`src/rtl/pc_flag_ctrl_pkg.sv`:
```
// Shared types and constants for the program-counter / flag controller.
// The branch-target ROM contents below are only used when BRANCH_LUT_EN is defined.
package pc_flag_ctrl_pkg;

  typedef enum logic [1:0] {
    IDLE   = 2'd0,
    RUN    = 2'd1,
    HALTED = 2'd2
  } state_t;

  localparam int PC_W_DEF      = 10;
  localparam int LUT_DEPTH_DEF = 16;

  // Absolute branch targets, indexed by Target[3:0]; entry 0 is first.
  localparam logic [PC_W_DEF-1:0] BRANCH_LUT [LUT_DEPTH_DEF] = '{
    10'h000, 10'h011, 10'h022, 10'h033, 10'h044, 10'h100, 10'h1FF, 10'h200,
    10'h2AA, 10'h301, 10'h3FF, 10'h0F0, 10'h155, 10'h07C, 10'h3C0, 10'h01D
  };

endpackage

```
`src/rtl/pc_flag_ctrl_if.sv`:
```
// Decoder-side bus of the PC/flag controller: control inputs in, PC/status/flags out.
interface pc_flag_ctrl_if #(
  parameter int PC_W = 10
);
  logic            Start;
  logic [PC_W-1:0] StartAddr;
  logic            Halt;
  logic            JumpEn;
  logic            BranchEn;
  logic            BrCond;
  logic [7:0]      Target;
  logic            FlagWe;
  logic            ALU_ZERO;
  logic            ALU_SC;
  logic [PC_W-1:0] PC;
  logic            Running;
  logic            Done;
  logic            SC_FLAG;
  logic            ZERO_FLAG;

  modport master (
    output Start, StartAddr, Halt, JumpEn, BranchEn, BrCond, Target,
           FlagWe, ALU_ZERO, ALU_SC,
    input  PC, Running, Done, SC_FLAG, ZERO_FLAG
  );

  modport slave (
    input  Start, StartAddr, Halt, JumpEn, BranchEn, BrCond, Target,
           FlagWe, ALU_ZERO, ALU_SC,
    output PC, Running, Done, SC_FLAG, ZERO_FLAG
  );
endinterface

```
`src/rtl/pc_flag_ctrl_branch_lut.sv`:
```
// Combinational branch-target ROM: 4-bit index to absolute PC address.
// Indices at or beyond LUT_DEPTH read as address zero.
module branch_lut
  import pc_flag_ctrl_pkg::*;
#(
  parameter int PC_W      = PC_W_DEF,
  parameter int LUT_DEPTH = LUT_DEPTH_DEF
) (
  input  logic [3:0]      i_idx,
  output logic [PC_W-1:0] o_addr
);

  // ROM lookup with out-of-range guard
  always_comb begin
    o_addr = '0;
    if (32'(i_idx) < LUT_DEPTH) begin
      o_addr = PC_W'(BRANCH_LUT[i_idx]);
    end else begin
      o_addr = '0;
    end
  end

endmodule

```
`src/rtl/pc_flag_ctrl.sv`:
```
// Program counter sequencer with IDLE/RUN/HALTED FSM and registered ALU flags.
// Define BRANCH_LUT_EN for LUT-based absolute targets; default is PC-relative offsets.
module pc_flag_ctrl
  import pc_flag_ctrl_pkg::*;
#(
  parameter int PC_W      = PC_W_DEF,
  parameter int LUT_DEPTH = LUT_DEPTH_DEF
) (
  input  logic           CLK,
  input  logic           Reset,
  pc_flag_ctrl_if.slave  bus
);

  state_t          r_state;
  logic [PC_W-1:0] r_pc;
  logic            r_running;
  logic            r_done;
  logic            r_sc;
  logic            r_zero;

  logic [PC_W-1:0] w_target;
  logic [PC_W-1:0] w_pc_inc;
  logic            w_br_flag;
  logic            w_flag_upd;

`ifdef BRANCH_LUT_EN
  branch_lut #(
    .PC_W      (PC_W),
    .LUT_DEPTH (LUT_DEPTH)
  ) u_branch_lut (
    .i_idx  (bus.Target[3:0]),
    .o_addr (w_target)
  );
`else
  assign w_target = r_pc + {{(PC_W-8){bus.Target[7]}}, bus.Target};
`endif

  assign w_pc_inc   = r_pc + PC_W'(1);
  assign w_br_flag  = bus.BrCond ? r_sc : r_zero;
  // A Halt that is actually accepted (no Start outranking it) discards the flag write.
  assign w_flag_upd = bus.FlagWe && (bus.Start || !bus.Halt);

  always_ff @(posedge CLK) begin
    if (Reset) begin
      r_state   <= IDLE;
      r_pc      <= '0;
      r_running <= 1'b0;
      r_done    <= 1'b0;
      r_sc      <= 1'b0;
      r_zero    <= 1'b0;
    end else begin
      case (r_state)
        IDLE, HALTED: begin
          if (bus.Start) begin
            r_pc      <= bus.StartAddr;
            r_state   <= RUN;
            r_running <= 1'b1;
            r_done    <= 1'b0;
          end
        end
        RUN: begin
          if (w_flag_upd) begin
            r_sc   <= bus.ALU_SC;
            r_zero <= bus.ALU_ZERO;
          end
          if (bus.Start) begin
            r_pc <= bus.StartAddr;
          end else if (bus.Halt) begin
            r_state   <= HALTED;
            r_running <= 1'b0;
            r_done    <= 1'b1;
          end else if (bus.JumpEn) begin
            r_pc <= w_target;
          end else if (bus.BranchEn && w_br_flag) begin
            r_pc <= w_target;
          end else begin
            r_pc <= w_pc_inc;
          end
        end
        default: begin
          r_state   <= IDLE;
          r_pc      <= '0;
          r_running <= 1'b0;
          r_done    <= 1'b0;
        end
      endcase
    end
  end

  assign bus.PC        = r_pc;
  assign bus.Running   = r_running;
  assign bus.Done      = r_done;
  assign bus.SC_FLAG   = r_sc;
  assign bus.ZERO_FLAG = r_zero;

endmodule
```
`src/flat_wrapper.sv`:
```
// flat-port wrapper written by rule: the top's interface ports become plain ports
module pc_flag_ctrl_flat import pc_flag_ctrl_pkg::*;
#(
  parameter int PC_W      = PC_W_DEF,
  parameter int LUT_DEPTH = LUT_DEPTH_DEF
)
  (CLK, Reset, bus_Start, bus_StartAddr, bus_Halt, bus_JumpEn, bus_BranchEn, bus_BrCond, bus_Target, bus_FlagWe, bus_ALU_ZERO, bus_ALU_SC, bus_PC, bus_Running, bus_Done, bus_SC_FLAG, bus_ZERO_FLAG);
  pc_flag_ctrl_if #(.PC_W(PC_W)) bus_i ();
  input  logic CLK;
  input  logic Reset;
  input wire logic [$bits(bus_i.Start)-1:0] bus_Start;
  input wire logic [$bits(bus_i.StartAddr)-1:0] bus_StartAddr;
  input wire logic [$bits(bus_i.Halt)-1:0] bus_Halt;
  input wire logic [$bits(bus_i.JumpEn)-1:0] bus_JumpEn;
  input wire logic [$bits(bus_i.BranchEn)-1:0] bus_BranchEn;
  input wire logic [$bits(bus_i.BrCond)-1:0] bus_BrCond;
  input wire logic [$bits(bus_i.Target)-1:0] bus_Target;
  input wire logic [$bits(bus_i.FlagWe)-1:0] bus_FlagWe;
  input wire logic [$bits(bus_i.ALU_ZERO)-1:0] bus_ALU_ZERO;
  input wire logic [$bits(bus_i.ALU_SC)-1:0] bus_ALU_SC;
  output wire logic [$bits(bus_i.PC)-1:0] bus_PC;
  output wire logic [$bits(bus_i.Running)-1:0] bus_Running;
  output wire logic [$bits(bus_i.Done)-1:0] bus_Done;
  output wire logic [$bits(bus_i.SC_FLAG)-1:0] bus_SC_FLAG;
  output wire logic [$bits(bus_i.ZERO_FLAG)-1:0] bus_ZERO_FLAG;
  assign bus_i.Start = bus_Start;
  assign bus_i.StartAddr = bus_StartAddr;
  assign bus_i.Halt = bus_Halt;
  assign bus_i.JumpEn = bus_JumpEn;
  assign bus_i.BranchEn = bus_BranchEn;
  assign bus_i.BrCond = bus_BrCond;
  assign bus_i.Target = bus_Target;
  assign bus_i.FlagWe = bus_FlagWe;
  assign bus_i.ALU_ZERO = bus_ALU_ZERO;
  assign bus_i.ALU_SC = bus_ALU_SC;
  assign bus_PC = bus_i.PC;
  assign bus_Running = bus_i.Running;
  assign bus_Done = bus_i.Done;
  assign bus_SC_FLAG = bus_i.SC_FLAG;
  assign bus_ZERO_FLAG = bus_i.ZERO_FLAG;
  pc_flag_ctrl #(.PC_W(PC_W), .LUT_DEPTH(LUT_DEPTH)) u_core (.CLK(CLK), .Reset(Reset), .bus(bus_i));
endmodule
```
`config.mk`:
```
export PLATFORM = sky130hd
export DESIGN_NAME = pc_flag_ctrl_flat
export DESIGN_NICKNAME = d
export VERILOG_FILES = /design/src/rtl/pc_flag_ctrl_pkg.sv /design/src/rtl/pc_flag_ctrl_if.sv /design/src/rtl/pc_flag_ctrl_branch_lut.sv /design/src/rtl/pc_flag_ctrl.sv /design/src/flat_wrapper.sv
export SDC_FILE = /design/constraint.sdc
export NUM_CORES = 1
export LEC_CHECK = 0
export ABC_AREA = 1
export BUFFER_PORTS_ARGS = -buffer_cell sky130_fd_sc_hd__buf_2
export CAP_MARGIN = 20
export CORE_ASPECT_RATIO = 0.75
export CORE_MARGIN = 2
export CORE_UTILIZATION = 50
export CTS_BUF_LIST = sky130_fd_sc_hd__clkbuf_16
export DETAILED_ROUTE_END_ITERATION = 10
export PLACE_DENSITY = 0.76
export SLEW_MARGIN = 20
export SYNTH_ARGS = -nofsm -noshare
export SYNTH_HDL_FRONTEND = slang
export SYNTH_SLANG_ARGS = --single-unit
```
`constraint.sdc`:
```
create_clock -name CLK -period 2.5 [get_ports CLK]
set_input_delay 0.125 -clock CLK [delete_from_list [all_inputs] [get_ports CLK]]
set_output_delay 0.125 -clock CLK [all_outputs]
set_load 0.01 [all_outputs]
```
# ---- Yosys cells after proc, flatten, opt, wreduce, memory -nomap -nowiden
# Index checks and enable logic that the tools add are counted.
dict set report word_totals {
  register_bits 16
  in_bits 28
  output_inout_bits 14
  word_cells 42
}
dict set report op_classes {
  n_addsub 2
  n_eq_ne 6
  muxes 19
  n_reduce_logical 9
}
# cell n
set op_table {}
lappend op_table {{10-bit 2-to-1 mux} 5}
lappend op_table {{10-bit case mux with 2 select lines} 1}
lappend op_table {{10-bit by 1-bit adder with 10-bit output, second input constant} 1}
lappend op_table {{10-bit adder} 1}
lappend op_table {{1-bit 2-to-1 mux} 7}
lappend op_table {{2-bit 2-to-1 mux} 3}
lappend op_table {{2-bit inequality test, second input constant} 3}
lappend op_table {{1-bit case mux with 2 select lines} 2}
lappend op_table {{2-bit case mux with 2 select lines} 1}
lappend op_table {{2-bit AND reduction} 2}
lappend op_table {{3-bit inequality test, second input constant} 1}
lappend op_table {{3-bit AND reduction} 1}
lappend op_table {{2-bit by 1-bit == test with 1-bit output, second input constant} 1}
lappend op_table {{2-bit == test, second input constant} 1}
lappend op_table {{1-bit logical AND} 2}
lappend op_table {{2-bit zero test} 1}
lappend op_table {{2-bit OR reduction} 1}
lappend op_table {{1-bit zero test} 1}
lappend op_table {{1-bit logical OR} 1}

# ---- Longest topological paths before layout
dict set report depth {
  ltp_word 7
  ltp_mapped 13
  depth_no_buf 13
}

# ---- Worst setup path after synthesis
# Ideal clock, no wire load.
dict set report synth_path {
  kind {reg2reg}
  from {register u_core.r_pc[0] (netlist: u_core.bus.PC[0])}
  to {register u_core.r_pc[8] (netlist: u_core.bus.PC[8])}
  setup_ns 0.070
  t_arrival_ns 1.827
  t_required_ns 2.430
  slack_ns 0.603
  stages_incl_launch_ff 14
  n_path_buf 0
  period_less_slack_ns 1.897
  cell_sequence {dfxtp_1 > ha_1 > inv_1 > fa_1 > nand3b_1 > nand2_1 > nand2_1 > nand2_1 > nand2_1 > nand3_1 > nand2_1 > nand2_1 > nand2_1 > a21oi_1}
}
dict set report synth_between {
  elab_chain_cells 6
  elab_cells_between_ends 7
  classes_between {add/sub (2); mux (5)}
}
# element line_no
set synth_lines {}
lappend synth_lines {{from (decl)} pc_flag_ctrl.sv:15} ;# logic [PC_W-1:0] r_pc;
lappend synth_lines {{from (signal assigned)} pc_flag_ctrl.sv:55} ;# r_pc <= bus.StartAddr;
lappend synth_lines {{from (signal assigned)} pc_flag_ctrl.sv:67} ;# r_pc <= bus.StartAddr;
lappend synth_lines {{from (signal assigned)} pc_flag_ctrl.sv:73} ;# r_pc <= w_target;
lappend synth_lines {{10-bit by 1-bit adder with 10-bit output or 10-bit adder (tied branches)} {pc_flag_ctrl.sv:38, pc_flag_ctrl.sv:35}}
lappend synth_lines {{10-bit 2-to-1 mux} pc_flag_ctrl.sv:74} ;# end else if (bus.BranchEn && w_br_flag) begin
lappend synth_lines {{10-bit 2-to-1 mux *} pc_flag_ctrl.sv:72} ;# end else if (bus.JumpEn) begin
lappend synth_lines {{10-bit 2-to-1 mux *} pc_flag_ctrl.sv:68} ;# end else if (bus.Halt) begin
lappend synth_lines {{10-bit 2-to-1 mux *} pc_flag_ctrl.sv:66} ;# if (bus.Start) begin
lappend synth_lines {{10-bit case mux with 2 select lines *} pc_flag_ctrl.sv:52} ;# case (r_state)
# Mark *: on every way between the ends. The rest lies on a longest branch, timed or not. The select of a mux whose other input is x is not followed.
# A chain may end at the register's enable or synchronous reset.

# ---- Final worst setup path
# Same ends and word-level chain as after synthesis.

==> flow_summary_export.csv <==
group,metric,value,unit
pwr,p_switching,0.413,mW
clock_tree,post_cts_buffers,0,
grt,grt_max_degree,20,
detailed_routing,dr.pass1.iters,4,
timing,min_period,2.08,ns
placement,gp_congestion,0.857,
timing,hold_violations,0,
placement,dp_hpwl,3.16,mm
worst_setup_path,cp_max_fo,8,
worst_setup_path,criticalPathCategory,"reg -> reg",
floorplanning,start_util,0.530,
synth,synthesis.nets,302,
synth,netlist_area,1580,sq um
clock_tree,clkTransAtPathRegs,0.05,ns
pwr,powerDensity,574,nW/um^2
layout,drive_gt1_frac,0.221,
clock_tree,cts_buffers,3,
pwr,p_int,0.660,mW
clock_tree,clkLatencyLatePin,0.25,ns
layout,final_cell_mix,"nand2_1 (65), buf_2 (41), a21oi_1 (31)",
grt,gr-max-usage-layer,"met2",
worst_setup_path,reg2reg_from,"u_core.bus.PC[0]$_SDFFE_PP0P_",
clock_tree,hold_buffers,0,
grt,grtUsageMet2,0.367,
detailed_routing,wirelength,3.95,mm
timing,tns,0,ns
timing,setup_viol,0,
job,cap_viol_max_count,0,
worst_setup_path,crit_required,2.63,ns
detailed_routing,first_iter_violations,125,
grt,track_usage,0.233,
pwr,leakage,0.981,nW
pwr,seqPwrFrac,0.296,
layout,multi_input_area,1090,sq um
timing,finClkSkew,0.00201,ns
clock_tree,cts.repair.resized,0,
timing,maxSlewViolCount,0,
grt,met3_usage,0.0516,
placement,place_area,1790,sq um
synth,seq_area_frac_synth,0.190,
synth,netlist_instances,263,
worst_setup_path,r2r_cells,12,
floorplanning,die_x,68.9,um
timing,whs,0.0567,ns
synth,synth_top_family_by_area,"simple AND/OR/NAND/NOR gates",
hold_path,min-delay-path-class,"in -> reg",
pwr,pwr-share-clk,0.293,
timing,slew_headroom,0.739,
floorplanning,boundaryPins,42,
clock_tree,cts_buffer_depth,2,
detailed_routing,drc,0,
grt,grtUsageMet1,0.339,
timing,max_freq,0.482,GHz
floorplanning,die_h,52.7,um
synth,synth_mux_area_frac,0,
grt,antenna_found_initial,0,
clock_tree,tritoncts,"done",
synth,ys_seq_elements,15,
floorplanning,core,2980,sq um
pwr,swShare,0.385,
layout,stdcell_area,1870,sq um
synth,synth_adder_area_share,0.0920,
timing,finalCritPeriodShare,0.830,
synth,yosysWarningCount,0,
hold_path,hold_path_end,"u_core.bus.Running$_SDFFE_PP0P_",
grt,grt_pass1_vias,1378,
grt,grt_pass1_wl,6.31,mm
placement,io_buffers,41,
detailed_routing,wire_per_inst,11.6,um
layout,num_antenna_cells,0,
timing,tightest_slew,0.392,ns
hold_path,hold_depth,2,
pwr,ir_drop,0.000352,V
layout,seq_area,300,sq um
layout,area_growth,18.6,%
detailed_routing,vias,1775,
run_status,status,"finished clean",
layout,layout.nets,343,
worst_setup_path,start_kind,"flop",
clock_tree,cts-root-buf,"clkbuf_16",
timing,grt_setup_unrepaired,"false",
clock_tree,cts_sinks,15,
worst_setup_path,r2r-end,"u_core.bus.PC[8]$_SDFFE_PP0P_",
pwr,combPwrFrac,0.411,
synth,synth-compound-area-share,0.198,
floorplanning,rows,17,
synth,synth_cell_types,30,
worst_setup_path,regToRegSetupSlack,0.42,ns
synth,post_synth_and_or_nand_nor_area_fraction,0.359,
floorplanning,fp.dieArea,3630,sq um
layout,fill_cells,309,
hold_path,min_from,"Reset",
synth,synthXorXnorAreaFrac,0.0444,
detailed_routing,ant_nets,0,
worst_setup_path,critPathCaptureType,"flop",
synth,synth.avg_cell_area,6.00,sq um
grt,grt_overflow,0,
clock_tree,htreeDepth,1,
detailed_routing,vias_per_cell,5.21,
worst_setup_path,crit_arrival,2.21,ns
layout,final_common_cell,"nand2_1",
[power groups by stage]
stage / Clock [mW] / Combinational, mW / Sequential (mW)
floorplan: 0 / 0.319 / 0.323
global placement: 0 / 0.435 / 0.321
detailed placement: 0 / 0.437 / 0.322
CTS: 0.318 / 0.440 / 0.318
global route: 0.326 / 0.504 / 0.324
finish: 0.314 / 0.441 / 0.317
[state kept, by name, summed over array words and instances (netlist names)]
signal / cells
u_core.r_state: 2
u_core.bus.PC: 10
u_core.bus.ZERO_FLAG: 1
u_core.bus.SC_FLAG: 1
u_core.bus.Running: 1
[metal layers]
metal / part of all wire / wire length, um / vias to the layer above
met4: 0 / 0 / 0
met2: 0.43 / 1710 / 58
met1: 0.50 / 1980 / 781
met5: 0 / 0 / -
met3: 0.065 / 256 / 0
li1: - / - / 936
[synth_stat cells, drive strengths merged]
cell | count | area share
o211ai | 3 | 0.014
fa | 1 | 0.013
xnor2 | 6 | 0.033
nand4 | 2 | 0.0079
or2 | 1 | 0.0040
o21ai | 22 | 0.070
and2 | 1 | 0.0056
nor2 | 33 | 0.090
nand2 | 70 | 0.18
buf | 4 | 0.020
nand3b | 3 | 0.014
dfxtp | 15 | 0.19
inv | 38 | 0.090
ha | 10 | 0.079
xor2 | 2 | 0.011
a21oi | 33 | 0.11
dlygate4sd1 | 1 | 0.0056
nand3 | 17 | 0.057
nor3 | 1 | 0.0032
[how the worst max path moves through the flow]
stage | from | end | slack (ns) | depth (start not counted)
2_1_floorplan | u_core.bus.PC[0]$_SDFFE_PP0P_ | u_core.bus.PC[8]$_SDFFE_PP0P_ | 0.60 | 13
4_1_cts | u_core.bus.PC[0]$_SDFFE_PP0P_ | u_core.bus.PC[8]$_SDFFE_PP0P_ | 0.42 | 13
6_report | u_core.bus.PC[0]$_SDFFE_PP0P_ | u_core.bus.PC[8]$_SDFFE_PP0P_ | 0.42 | 12
3_3_place_gp | u_core.bus.PC[0]$_SDFFE_PP0P_ | u_core.bus.PC[8]$_SDFFE_PP0P_ | 0.52 | 12
3_5_place_dp | u_core.bus.PC[0]$_SDFFE_PP0P_ | u_core.bus.PC[8]$_SDFFE_PP0P_ | 0.41 | 12
5_1_grt | u_core.bus.PC[0]$_SDFFE_PP0P_ | u_core.bus.PC[6]$_SDFFE_PP0P_ | 0.25 | 11
[metrics by stage]
stage                      util  cells  power [mW]  worst slack (ns)
after floorplan               -    263       0.642             0.603
after global placement    0.601    337       0.756             0.524
after detailed placement  0.601    337       0.759             0.410
after CTS                 0.628    341        1.08             0.424
after global routing      0.628    341        1.15             0.254
final                     0.628    341        1.07             0.424
[critical path, cell delays in order (launching register included)]
cell	delay (ns)
dfxtp_1	0.48
ha_1	0.26
inv_1	0.07
fa_1	0.39
nand3b_1	0.17
nand2_1	0.14
nand2_1	0.09
nand3_1	0.08
nand3_1	0.07
nand2_1	0.06
nand2_1	0.04
nand2_1	0.07
a21oi_1	0.05
[cells by family after synthesis]
kind of cell,Yosys count
compound gates,58
xor+xnor,8
fa+ha+maj,11
buf+inv,43
flops,15
simple gates,128
[final cells by class]
class,count,share of cell area
Sequential cell,15,0.161
Tap cell,38,0.0254
Timing Repair Buffer,41,0.110
Clock inverter,1,0.00268
Multi-Input combinational cell,205,0.585
Inverter,38,0.0763
Clock buffer,3,0.0401
Power figures use the tool's default switching activity.
